File: src/rtl/nwc_pkg.sv
// Shared types and helpers for the bank output serializer.
package nwc_pkg;

    typedef enum logic [1:0] {
        IDLE = 2'd0,
        RUN  = 2'd1,
        DONE = 2'd2
    } bos_state_e;

    // Next scan pointer; wraps at num_bank-1 so non-power-of-2 bank counts
    // never visit the unused select codes.
    function automatic int sel_wrap(input int ptr, input int num_bank);
        return (ptr == num_bank - 1) ? 0 : ptr + 1;
    endfunction

endpackage

File: src/rtl/mux_n_1.sv
// Combinational N:1 word mux; select codes with no matching input give zero.
module mux_n_1 #(
    parameter int N     = 2,
    parameter int W     = 8,
    parameter int SEL_W = $clog2(N)
) (
    input  logic [N*W-1:0]   data_i,
    input  logic [SEL_W-1:0] sel_i,
    output logic [W-1:0]     data_o
);

    // Compare against each valid index so out-of-range codes fall through to zero.
    always_comb begin
        data_o = '0;
        for (int k = 0; k < N; k++) begin
            if (sel_i == SEL_W'(k)) begin
                data_o = data_i[k*W +: W];
            end
        end
    end

endmodule

File: src/rtl/bank_out_serializer.sv
// Streams a burst of bank words out through a registered valid/ready port.
// Scan mode walks banks from base_sel with wrap; direct mode uses sel_in per beat.
//
// state | meaning
// IDLE  | waiting for start; burst parameters captured on start
// RUN   | loading/presenting beats until the last one is accepted
// DONE  | one-cycle done pulse, busy drops on exit
module bank_out_serializer
    import nwc_pkg::*;
#(
    parameter  int D_WIDTH  = 32,
    parameter  int NUM_BANK = 16,
    localparam int SEL_W    = $clog2(NUM_BANK)
) (
    input  logic                        clk,
    input  logic                        rst_n,
    input  logic                        start,
    input  logic                        mode,
    input  logic [SEL_W-1:0]            base_sel,
    input  logic [SEL_W:0]              burst_len,
    input  logic [SEL_W-1:0]            sel_in,
    input  logic [NUM_BANK*D_WIDTH-1:0] Q_in,
    output logic [D_WIDTH-1:0]          Q_out,
    output logic                        out_valid,
    input  logic                        out_ready,
    output logic                        busy,
    output logic                        done
);

    localparam logic [SEL_W:0] FULL_LEN = (SEL_W+1)'(NUM_BANK);

    bos_state_e         state_q, state_d;
    logic               mode_q, mode_d;
    logic [SEL_W-1:0]   ptr_q, ptr_d;
    logic [SEL_W:0]     cnt_q, cnt_d;
    logic [D_WIDTH-1:0] q_out_q, q_out_d;
    logic               valid_q, valid_d;
    logic               busy_q, busy_d;
    logic               done_q, done_d;
    logic [SEL_W-1:0]   mux_sel;
    logic [D_WIDTH-1:0] mux_word;
    logic               load;

    assign mux_sel = mode_q ? ptr_q : sel_in;

    mux_n_1 #(
        .N     (NUM_BANK),
        .W     (D_WIDTH),
        .SEL_W (SEL_W)
    ) u_mux (
        .data_i (Q_in),
        .sel_i  (mux_sel),
        .data_o (mux_word)
    );

    // A new beat may enter the output register when it is empty or being drained.
    assign load = (state_q == RUN) && (!valid_q || out_ready) && (cnt_q != '0);

    // Next-state logic for the FSM, counters and output register.
    always_comb begin
        state_d = state_q;
        mode_d  = mode_q;
        ptr_d   = ptr_q;
        cnt_d   = cnt_q;
        q_out_d = q_out_q;
        valid_d = valid_q;
        busy_d  = busy_q;
        done_d  = 1'b0;
        case (state_q)
            IDLE: begin
                if (start) begin
                    mode_d  = mode;
                    ptr_d   = base_sel;
                    cnt_d   = (burst_len == '0) ? FULL_LEN : burst_len;
                    busy_d  = 1'b1;
                    state_d = RUN;
                end
            end
            RUN: begin
                if ((cnt_q == '0) && valid_q && out_ready) begin
                    valid_d = 1'b0;
                    done_d  = 1'b1;
                    state_d = DONE;
                end else if (load) begin
                    q_out_d = mux_word;
                    valid_d = 1'b1;
                    cnt_d   = cnt_q - 1'b1;
                    if (mode_q) begin
                        ptr_d = SEL_W'(sel_wrap(int'(ptr_q), NUM_BANK));
                    end
                end
            end
            DONE: begin
                busy_d  = 1'b0;
                state_d = IDLE;
            end
            default: begin
                state_d = IDLE;
            end
        endcase
    end

    // State registers; reset discards any burst in flight.
    always_ff @(posedge clk or negedge rst_n) begin
        if (!rst_n) begin
            state_q <= IDLE;
            mode_q  <= 1'b0;
            ptr_q   <= '0;
            cnt_q   <= '0;
            q_out_q <= '0;
            valid_q <= 1'b0;
            busy_q  <= 1'b0;
            done_q  <= 1'b0;
        end else begin
            state_q <= state_d;
            mode_q  <= mode_d;
            ptr_q   <= ptr_d;
            cnt_q   <= cnt_d;
            q_out_q <= q_out_d;
            valid_q <= valid_d;
            busy_q  <= busy_d;
            done_q  <= done_d;
        end
    end

    assign Q_out     = q_out_q;
    assign out_valid = valid_q;
    assign busy      = busy_q;
    assign done      = done_q;

endmodule

File: config.mk
export PLATFORM = sky130hd
export DESIGN_NAME = bank_out_serializer
export DESIGN_NICKNAME = d
export VERILOG_FILES = /design/src/rtl/nwc_pkg.sv /design/src/rtl/mux_n_1.sv /design/src/rtl/bank_out_serializer.sv
export SDC_FILE = /design/constraint.sdc
export NUM_CORES = 1
export LEC_CHECK = 0
export CAP_MARGIN = 5
export CORE_AREA = 2 2 217 219
export CTS_BUF_LIST = sky130_fd_sc_hd__clkbuf_2 sky130_fd_sc_hd__clkbuf_4 sky130_fd_sc_hd__clkbuf_8
export CTS_CLUSTER_SIZE = 40
export DETAILED_ROUTE_END_ITERATION = 6
export DIE_AREA = 0 0 219 221
export GPL_TIMING_DRIVEN = 1
export HOLD_SLACK_MARGIN = 0.12
export PLACE_DENSITY = 0.56
export SYNTH_ARGS = -nofsm -noshare
export SYNTH_HDL_FRONTEND = slang
export SYNTH_HIERARCHICAL = 1
export SYNTH_SLANG_ARGS = --single-unit
File: constraint.sdc
create_clock -name clk -period 3.05 [get_ports clk]
set_input_delay 0.915 -clock clk [delete_from_list [all_inputs] [get_ports clk]]
set_output_delay 0.915 -clock clk [all_outputs]
set_load 0.005 [all_outputs]
==> results of run 1 <==
cells by family after synthesis:
kind of cell,count (synthesis)
adder cells (fa/ha/maj),2
AND/OR/NAND/NOR,241
AO/OA/AOI/OAI,329
flip-flops,47
multiplexers,132
buffers and inverters,150
cell usage in the layout (no fill, tap or decap), types with 23 or more instances in the layout:
cell,count
inv_1,52
mux2i_1,61
a21oi_1,70
buf_4,99
nand3b_1,52
o21ai_0,38
o2bb2ai_1,23
clkdlybuf4s50_1,563
o221ai_1,25
dfrtp_1,47
nor2_1,23
mux4_2,23
mux2_2,23
nand2_1,65
cell usage after synthesis (all sizes together) (4+ instances only):
library cell,number,area share
nor2b,22,0.019
o31ai,5,0.0051
mux2i,61,0.083
a2111oi,14,0.017
nand2b,7,0.0073
nand3,20,0.014
clkbuf,30,0.015
a221oi,28,0.033
o21ai,42,0.029
mux2,48,0.073
a21o,16,0.016
a211oi,21,0.021
mux4,23,0.070
a31oi,13,0.011
buf,67,0.064
a21oi,81,0.055
a311o,8,0.011
nor2,24,0.012
a22oi,7,0.0071
o221ai,25,0.030
dfrtp,47,0.16
nand4,10,0.0085
or3b,15,0.018
a222oi,4,0.0054
o211ai,4,0.0041
nand3b,52,0.053
o2bb2ai,23,0.027
inv,52,0.026
and2,6,0.0051
or2,4,0.0034
a311oi,4,0.0047
nand2,65,0.033
o22ai,20,0.017
metal layers:
metal,global-route usage,up-vias,wire length (um)
met5,0,-,13
met4,0.0464,2,998
met3,0.0535,54,4390
met2,0.333,471,24300
met1,0.260,4926,22300
li1,-,4728,-
flip-flops by register name (all words and copies together), names as in the netlist:
name	cells
Q_out	32
cnt_q	5
ptr_q	4
state_q	2
busy	1
done	1
mode_q	1
out_valid	1
area by class of cell:
class | instances | area, um2 | area share
clock buffers | 6 | 76.3 | 0.00506
repair buffers | 698 | 7050 | 0.467
diodes | 4 | 10.0 | 0.000664
inverters | 53 | 203 | 0.0134
clock inverters | 2 | 16.3 | 0.00108
flip-flops and latches | 47 | 1180 | 0.0780
well taps | 607 | 759 | 0.0503
multi-input cells | 704 | 5790 | 0.384
timing repair:
action,4_1_cts,5_1_grt
buffers inserted,2,17
setup endpoints to repair,25,26
cloned,1,4
pin swaps,4,22
resized for setup,29,62
worst reg2reg max path, cell delays in order, from the launching register on:
cell       delay [ns]
dfrtp_1          0.56
mux2_8           0.45
buf_8            0.16
buf_12           0.15
buf_12           0.17
or3b_2           0.50
a21oi_2          0.18
a2111oi_2        0.07
buf_4            0.16
o22ai_2          0.15
mux2_2           0.16
per-stage QoR:
step	instance area [um2]	util
final	15100	0.327
after global routing	15100	0.327
after CTS	14600	0.317
after detailed placement	14300	0.311
after global placement	14300	0.311
after floorplan	7390	-
power by group through the flow:
stage / clock (mW) / sequential, mW / combinational, mW
6_report: 0.490 / 1.19 / 8.89
5_1_grt: 0.555 / 1.24 / 9.53
4_1_cts: 0.527 / 1.19 / 8.32
3_5_place_dp: 0 / 1.20 / 8.05
3_3_place_gp: 0 / 1.20 / 8.02
2_1_floorplan: 0 / 1.13 / 4.40
path summary, 6_finish.rpt:
| check | start | end | slack (ns) | cells past startpoint |
|---|---|---|---|---|
| max | sel_in[0] | Q_out[22]$_DFFE_PN0P_ | -0.03 | 11 |
| min | Q_out[19]$_DFFE_PN0P_ | Q_out[19]$_DFFE_PN0P_ | 0.50 | 1 |
| max reg2reg | mode_q$_DFFE_PN0P_ | Q_out[22]$_DFFE_PN0P_ | 0.28 | 10 |
| min reg2reg | Q_out[19]$_DFFE_PN0P_ | Q_out[19]$_DFFE_PN0P_ | 0.50 | 1 |
| max in group asynchronous | rst_n | Q_out[17]$_DFFE_PN0P_ | 2.04 | 2 |
| min in group asynchronous | rst_n | Q_out[23]$_DFFE_PN0P_ | 0.51 | 2 |
==> impl_metrics.env, run 1 <==
export IMPL_outcome="complete, but fails checks"
export IMPL_violations="negative setup slack"
export IMPL_cpPeakStageDelay_ns=0.49
export IMPL_core_area_um2=46100
export IMPL_dieHeight_um=221
export IMPL_fin_cells=2121
export IMPL_grt_overflow=0
export IMPL_initial_utilization=0.160
export IMPL_cpMaxStageDelayCell="or3b_2"
export IMPL_syn_avg_cell_area_um2=8.20
export IMPL_clkPwrFrac=0.046
export IMPL_p_sw_frac=0.470
export IMPL_worstPathMaxFanout=24
export IMPL_synthArstFlopShare=1.00
export IMPL_drt_iter0_markers=705
export IMPL_routedWlPerCell_um=24.5
export IMPL_fp_row_count=79
export IMPL_final_hold_viol_count=0
export IMPL_max_cap_viol_count=0
export IMPL_clk_pin_slew_ns=0.12
export IMPL_synth_xor_area_frac=0
export IMPL_cts_tree="built"
export IMPL_synth_top_family_by_area="compound AO/OA/AOI/OAI gates"
export IMPL_yosysWarnings=6
export IMPL_hold_path_class="reg2reg"
export IMPL_ant_nets=0
export IMPL_rsz0062_at_grt="true"
export IMPL_irDropWorstVdd_mv=0.285
export IMPL_ys_seq_area_frac=0.159
export IMPL_hold_worst_slack_ns=0.499
export IMPL_p_switching_mw=4.97
export IMPL_num_fill_cells=4873
export IMPL_dr_pass1_iters=5
export IMPL_cts_path_max_buffers=2
export IMPL_synthFlopType="dfrtp_1"
export IMPL_ys_ff_latch=47
export IMPL_syn_nets=1433
export IMPL_antenna_found_initial=5
export IMPL_fin_crit_sh=1.01
export IMPL_grt_max_degree=54
export IMPL_cp_num_buf_inv=5
export IMPL_finalSetupTns_ns=-0.0321
export IMPL_p_seq_frac=0.113
export IMPL_die_area_um2=48400
export IMPL_critPathLaunchType="primary input"
export IMPL_grt_pass1_wl_um=72000
export IMPL_crit_chain="clkdlybuf4s50_1, mux2_8, buf_8, buf_12, buf_12, or3b_2, a21oi_2, a2111oi_2, buf_4, o22ai_2, mux2_2"
export IMPL_p_per_area_nw_per_um2=701
export IMPL_first_global_vias=10700
export IMPL_cts_made_buffers=5
export IMPL_critPathTopFamily="buffers and inverters"
export IMPL_finalCriticalPeriod_ns=3.08
export IMPL_critical_path_most_common_cell="buf_12"
export IMPL_via_per_inst=4.80
export IMPL_num_nets_final=2041
export IMPL_setup_viol_count_final=2
export IMPL_yosys_area_share_adder=0.00339
export IMPL_yosys_area_share_simple=0.195
export IMPL_ios=565
export IMPL_cp_required_ns=3.35
export IMPL_tightest_slew_ns=0.713
export IMPL_synthDistinctLibCells=68
export IMPL_slew_viol_final=0
export IMPL_dp_cells=2087
export IMPL_p_comb_frac=0.841
export IMPL_grt_usage=0.201
export IMPL_p_leak_nw=5.83
export IMPL_internal_power_mw=5.61
export IMPL_arrival_ns=3.38
export IMPL_synth_cells=901
export IMPL_synth_compound_area_share=0.311
export IMPL_timing_final_ws_setup_ns=-0.0313
export IMPL_synthMuxAreaShare=0.226
export IMPL_cts_root_buf="clkbuf_8"
export IMPL_numPortBuffers=564
export IMPL_layout_drive_gt1_share=0.177
export IMPL_area_growth_syn_to_layout_pct=104
export IMPL_skew_ns=0.0144
export IMPL_critPathKind="in2reg"
export IMPL_cts_hold_buffers=0
export IMPL_relSlewSlack=0.524
export IMPL_ctsHtreeMaxLevel=2
export IMPL_drc=0
export IMPL_synth_edff_count=0
export IMPL_cts_sinks=47
export IMPL_die_w_um=219
export IMPL_clk_latency_ns=0.36
export IMPL_syn_cell_area_um2=7390
export IMPL_gp_congestion=0.907
export IMPL_vias=10200
export IMPL_hpwl_um=41700
export IMPL_critPathCaptureType="flop"
export IMPL_dp_slack_ns=-0.724
export IMPL_totalWireLength_um=52000
export IMPL_fmax_mhz=325
export IMPL_power_mw=10.6
Power figures use the tool's default switching activity.
==> run 2, diff against run 1 <==
CTS_CLUSTER_DIAMETER = 100   (was not set)
SETUP_SLACK_MARGIN = 0.02   (was not set)
==> impl_metrics.env, run 2 (same netlist as run 1, synthesis figures left out) <==
export IMPL_outcome="finished, final reports clean"
export IMPL_gp_congestion=0.907
export IMPL_critPathKind="in2reg"
export IMPL_p_per_area_nw_per_um2=705
export IMPL_area_growth_syn_to_layout_pct=105
export IMPL_fmax_mhz=329
export IMPL_dieHeight_um=221
export IMPL_drc=0
export IMPL_irDropWorstVdd_mv=0.275
export IMPL_p_leak_nw=5.84
export IMPL_cts_tree="built"
export IMPL_worstPathMaxFanout=18
export IMPL_final_common_cell="clkdlybuf4s50_1"
export IMPL_rrSetupSlack_ns=0.32
export IMPL_critPathLaunchType="primary input"
export IMPL_layout_common_cells="clkdlybuf4s50_1, buf_4, a21oi_1"
export IMPL_clk_latency_ns=0.36
export IMPL_final_hold_viol_count=0
export IMPL_routedWlPerCell_um=24.8
export IMPL_num_nets_final=2037
export IMPL_multi_input_area_um2=5820
export IMPL_num_fill_cells=4869
export IMPL_ant_nets=0
export IMPL_finalCriticalPeriod_ns=3.04
export IMPL_cts_made_buffers=5
export IMPL_die_w_um=219
export IMPL_grt_usage=0.203
export IMPL_layout_drive_gt1_share=0.177
export IMPL_vias=10300
export IMPL_crit_chain="clkdlybuf4s50_1, mux2_8, buf_8, buf_12, buf_12, or3b_2, a21oi_2, a2111oi_2, buf_4, o22ai_2, mux2_2"
export IMPL_cpMaxStageDelayCell="or3b_2"
export IMPL_cp_required_ns=3.35
export IMPL_register_area_um2=1180
export IMPL_antenna_found_initial=6
export IMPL_core_area_um2=46100
export IMPL_tightest_slew_ns=0.693
export IMPL_skew_ns=0.0136
export IMPL_initial_utilization=0.160
export IMPL_hpwl_um=41700
export IMPL_max_cap_viol_count=0
export IMPL_hold_path_class="reg2reg"
export IMPL_cp_num_buf_inv=5
export IMPL_grt_pass1_wl_um=72300
export IMPL_fin_cells=2118
export IMPL_die_area_um2=48400
export IMPL_clk_pin_slew_ns=0.12
export IMPL_finalSetupTns_ns=0
export IMPL_cts_path_max_buffers=2
export IMPL_setup_viol_count_final=0
export IMPL_fin_crit_sh=0.997
export IMPL_via_per_inst=4.84
export IMPL_ios=565
export IMPL_critPathTopFamily="buffers and inverters"
export IMPL_cpPeakStageDelay_ns=0.48
export IMPL_ctsHtreeMaxLevel=2
export IMPL_arrival_ns=3.34
export IMPL_numPortBuffers=564
export IMPL_drt_iter0_markers=699
export IMPL_relSlewSlack=0.537
export IMPL_dr_pass1_iters=7
export IMPL_cts_root_buf="clkbuf_8"
export IMPL_critical_path_most_common_cell="buf_12"
export IMPL_hold_worst_slack_ns=0.501
export IMPL_dp_cells=2087
export IMPL_cts_sinks=47
export IMPL_critPathCaptureType="flop"
export IMPL_first_global_vias=10700
export IMPL_grt_overflow=0
export IMPL_grt_max_degree=54
export IMPL_totalWireLength_um=52500
export IMPL_fp_row_count=79
export IMPL_largest_reg_flops=32
export IMPL_slew_viol_final=0
-- run 2: changes by cell type in the layout (fill, tap and decap cells not counted), moves of 2 or more --
cell,previous run,this run
buf_4,99,93
a2111oi_2,9,7
a2111oi_4,2,4
buf_6,7,5
mux2_1,20,18
o221ai_1,25,23
o221ai_2,0,2
-- run 2: layer usage --
metal / global-route usage / up-vias / wire length, um
met5: 0 / - / 9
met4: 0.0460 / 2 / 1070
met3: 0.0550 / 60 / 4670
met2: 0.337 / 521 / 24300
met1: 0.261 / 4951 / 22400
li1: - / 4722 / -
-- run 2: path summary, 6_finish.rpt --
check	endpoint	startpoint	cells past startpoint
hold reg to reg	Q_out[6]$_DFFE_PN0P_	Q_out[6]$_DFFE_PN0P_	1
min in group asynchronous	Q_out[23]$_DFFE_PN0P_	rst_n	2
max in group asynchronous	Q_out[17]$_DFFE_PN0P_	rst_n	2
setup reg to reg	Q_out[22]$_DFFE_PN0P_	mode_q$_DFFE_PN0P_	10
setup / recovery	Q_out[22]$_DFFE_PN0P_	sel_in[0]	11
hold / removal	Q_out[6]$_DFFE_PN0P_	Q_out[6]$_DFFE_PN0P_	1
-- run 2: cell type report --
class,instances,area share
diodes,5,0.000827
clock buffers,6,0.00504
clock inverters,2,0.00107
inverters,53,0.0134
multi-input cells,704,0.385
flip-flops and latches,47,0.0777
well taps,607,0.0502
repair buffers,694,0.467
-- run 2: stage by stage --
step           total power [mW]  cell area [um2]  setup WS (ns)   util
2_1_floorplan              5.53             7390          0.267      -
3_3_place_gp               9.22            14300         -0.733  0.311
3_5_place_dp               9.25            14300         -0.724  0.311
4_1_cts                    10.2            14700         0.0210  0.319
5_1_grt                    11.4            15100        -0.0122  0.329
6_report                   10.7            15100         0.0103  0.329
-- run 2: where the power goes --
part	total [mW]	internal (mW)	leakage (nW)	switching (mW)
combinational	8.99	4.54	5.23	4.44
clock	0.493	0.176	0.0453	0.317
sequential	1.19	0.935	0.565	0.258
-- run 2: what timing repair did --
item                       in CTS  in global routing
setup endpoints to repair      26                 24
gates cloned                    2                  5
setup buffers                   5                 10
hold buffers                    0                  0
pin swaps                       7                 24
resized for setup              41                 58
==> run 3, diff against run 2 <==
CTS_CLUSTER_SIZE = 14   (was 40)
clock period = 3.1 ns   (was 3.05 ns; I/O delays follow)
==> impl_metrics.env, run 3 (same netlist as run 1, synthesis figures left out) <==
export IMPL_cts_made_buffers=5
export IMPL_rsz0062_at_grt="false"
export IMPL_via_per_inst=4.74
export IMPL_ios=565
export IMPL_cts_path_max_buffers=2
export IMPL_cpMaxStageDelayCell="or3b_2"
export IMPL_drc=0
export IMPL_dp_cells=2107
export IMPL_fin_crit_sh=0.963
export IMPL_grt_max_degree=41
export IMPL_finalCriticalPeriod_ns=2.98
export IMPL_num_fill_cells=4878
export IMPL_critical_path_most_common_cell="buf_4"
export IMPL_gp_congestion=0.924
export IMPL_cpPeakStageDelay_ns=0.48
export IMPL_irDropWorstVdd_mv=0.310
export IMPL_numPortBuffers=564
export IMPL_crit_chain="dlygate4sd2_1, mux2_8, buf_4, buf_4, or3b_2, a21oi_1, a2111oi_4, buf_4, o22ai_1, mux2_1"
export IMPL_critPathLaunchType="primary input"
export IMPL_finalSetupTns_ns=0
export IMPL_routedWlPerCell_um=23.5
export IMPL_tightest_slew_ns=0.694
export IMPL_skew_ns=0.0185
export IMPL_cp_num_buf_inv=4
export IMPL_timing_final_ws_setup_ns=0.115
export IMPL_grt_usage=0.198
export IMPL_cts_tree="built"
export IMPL_first_global_vias=10600
export IMPL_antenna_found_initial=3
export IMPL_arrival_ns=3.27
export IMPL_worstPathMaxFanout=12
export IMPL_drt_iter0_markers=632
export IMPL_critPathKind="in2reg"
export IMPL_critPathCaptureType="flop"
export IMPL_cts_root_buf="clkbuf_8"
export IMPL_power_mw=10.0
export IMPL_cp_required_ns=3.38
export IMPL_p_per_area_nw_per_um2=676
export IMPL_fp_row_count=79
export IMPL_fin_cells=2121
export IMPL_ant_nets=0
export IMPL_ctsHtreeMaxLevel=2
export IMPL_largest_reg_flops=32
export IMPL_cts_sinks=47
export IMPL_die_area_um2=48400
export IMPL_critPathTopFamily="buffers and inverters"
export IMPL_core_area_um2=46100
export IMPL_layout_drive_gt1_share=0.162
export IMPL_clk_latency_ns=0.36
export IMPL_num_nets_final=2043
export IMPL_p_leak_nw=5.77
export IMPL_clk_pin_slew_ns=0.12
export IMPL_vias=10000
export IMPL_area_growth_syn_to_layout_pct=101
export IMPL_layout_common_cells="clkdlybuf4s50_1, buf_4, a21oi_1"
export IMPL_max_cap_viol_count=0
export IMPL_grt_overflow=0
export IMPL_setup_viol_count_final=0
export IMPL_initial_utilization=0.160
export IMPL_hpwl_um=41800
export IMPL_grt_pass1_wl_um=71200
export IMPL_utilization=0.322
export IMPL_crit_start="sel_in[0]"
export IMPL_dr_pass1_iters=5
export IMPL_cts_hold_buffers=0
export IMPL_die_w_um=219
export IMPL_dp_slack_ns=-0.801
export IMPL_totalWireLength_um=49800
export IMPL_final_common_cell="clkdlybuf4s50_1"
export IMPL_rr_startpoint="mode_q$_DFFE_PN0P_"
export IMPL_dieHeight_um=221
export IMPL_relSlewSlack=0.533
export IMPL_final_hold_viol_count=0
export IMPL_slew_viol_final=0
export IMPL_fmax_mhz=335
export IMPL_outcome="finished, final reports clean"
export IMPL_hold_path_class="in2async"
[run 3: cell types whose count changed in the layout (fill, tap and decap cells not counted), moves of 4 or more]
cell	before	now
a21oi_1	71	79
a21oi_2	10	2
a221oi_1	12	24
a221oi_2	15	3
buf_12	18	22
buf_16	4	0
buf_4	93	111
buf_8	4	0
clkbuf_16	4	0
o21ai_1	4	0
[run 3: per-layer routing]
layer / up-vias / global-route usage / wire length, um
met2: 447 / 0.324 / 23200
met4: 2 / 0.0410 / 746
met5: - / 0 / 9
met1: 4830 / 0.260 / 21600
met3: 43 / 0.0518 / 4340
li1: 4727 / - / -
[run 3: power breakdown]
group          internal [mW]  switching [mW]  leakage, nW
Combinational           4.25            4.16         5.16
Sequential             0.919           0.252        0.565
Clock                  0.173           0.296       0.0452
Total                   5.34            4.71         5.77
[run 3: path summary, 6_finish.rpt]
| check | endpoint | slack, ns | cells after the start |
|---|---|---|---|
| worst max-delay path | Q_out[18]$_DFFE_PN0P_ | 0.12 | 10 |
| worst min-delay path | Q_out[27]$_DFFE_PN0P_ | 0.33 | 1 |
| worst max register to register | Q_out[18]$_DFFE_PN0P_ | 0.28 | 9 |
| worst min register to register | Q_out[17]$_DFFE_PN0P_ | 0.49 | 1 |
| max in group asynchronous | Q_out[1]$_DFFE_PN0P_ | 2.09 | 2 |
| min in group clk | Q_out[17]$_DFFE_PN0P_ | 0.49 | 1 |
[run 3: metrics by stage]
| stage | area (um2) | hold WS [ns] |
|---|---|---|
| after floorplan | 7390 | 0.483 |
| after global placement | 14500 | 0.471 |
| after detailed placement | 14500 | 0.474 |
| after CTS | 14700 | 0.303 |
| after global routing | 14900 | 0.309 |
| final | 14900 | 0.334 |
[run 3: repair_timing]
action	CTS	global route
pin swaps	2	2
setup endpoints to repair	11	25
hold endpoints to repair	0	0
cloned	0	0
setup buffers	1	3
resized for setup	20	28
[run 3: final cells by class]
cell class | count | area [um2] | share of cell area
Antenna cell | 2 | 5.00 | 0.000337
Clock buffer | 6 | 76.3 | 0.00514
Clock inverter | 2 | 16.3 | 0.00110
Inverter | 53 | 199 | 0.0134
Multi-Input combinational cell | 704 | 5670 | 0.382
Sequential cell | 47 | 1180 | 0.0792
Tap cell | 607 | 759 | 0.0511
Timing Repair Buffer | 700 | 6950 | 0.468
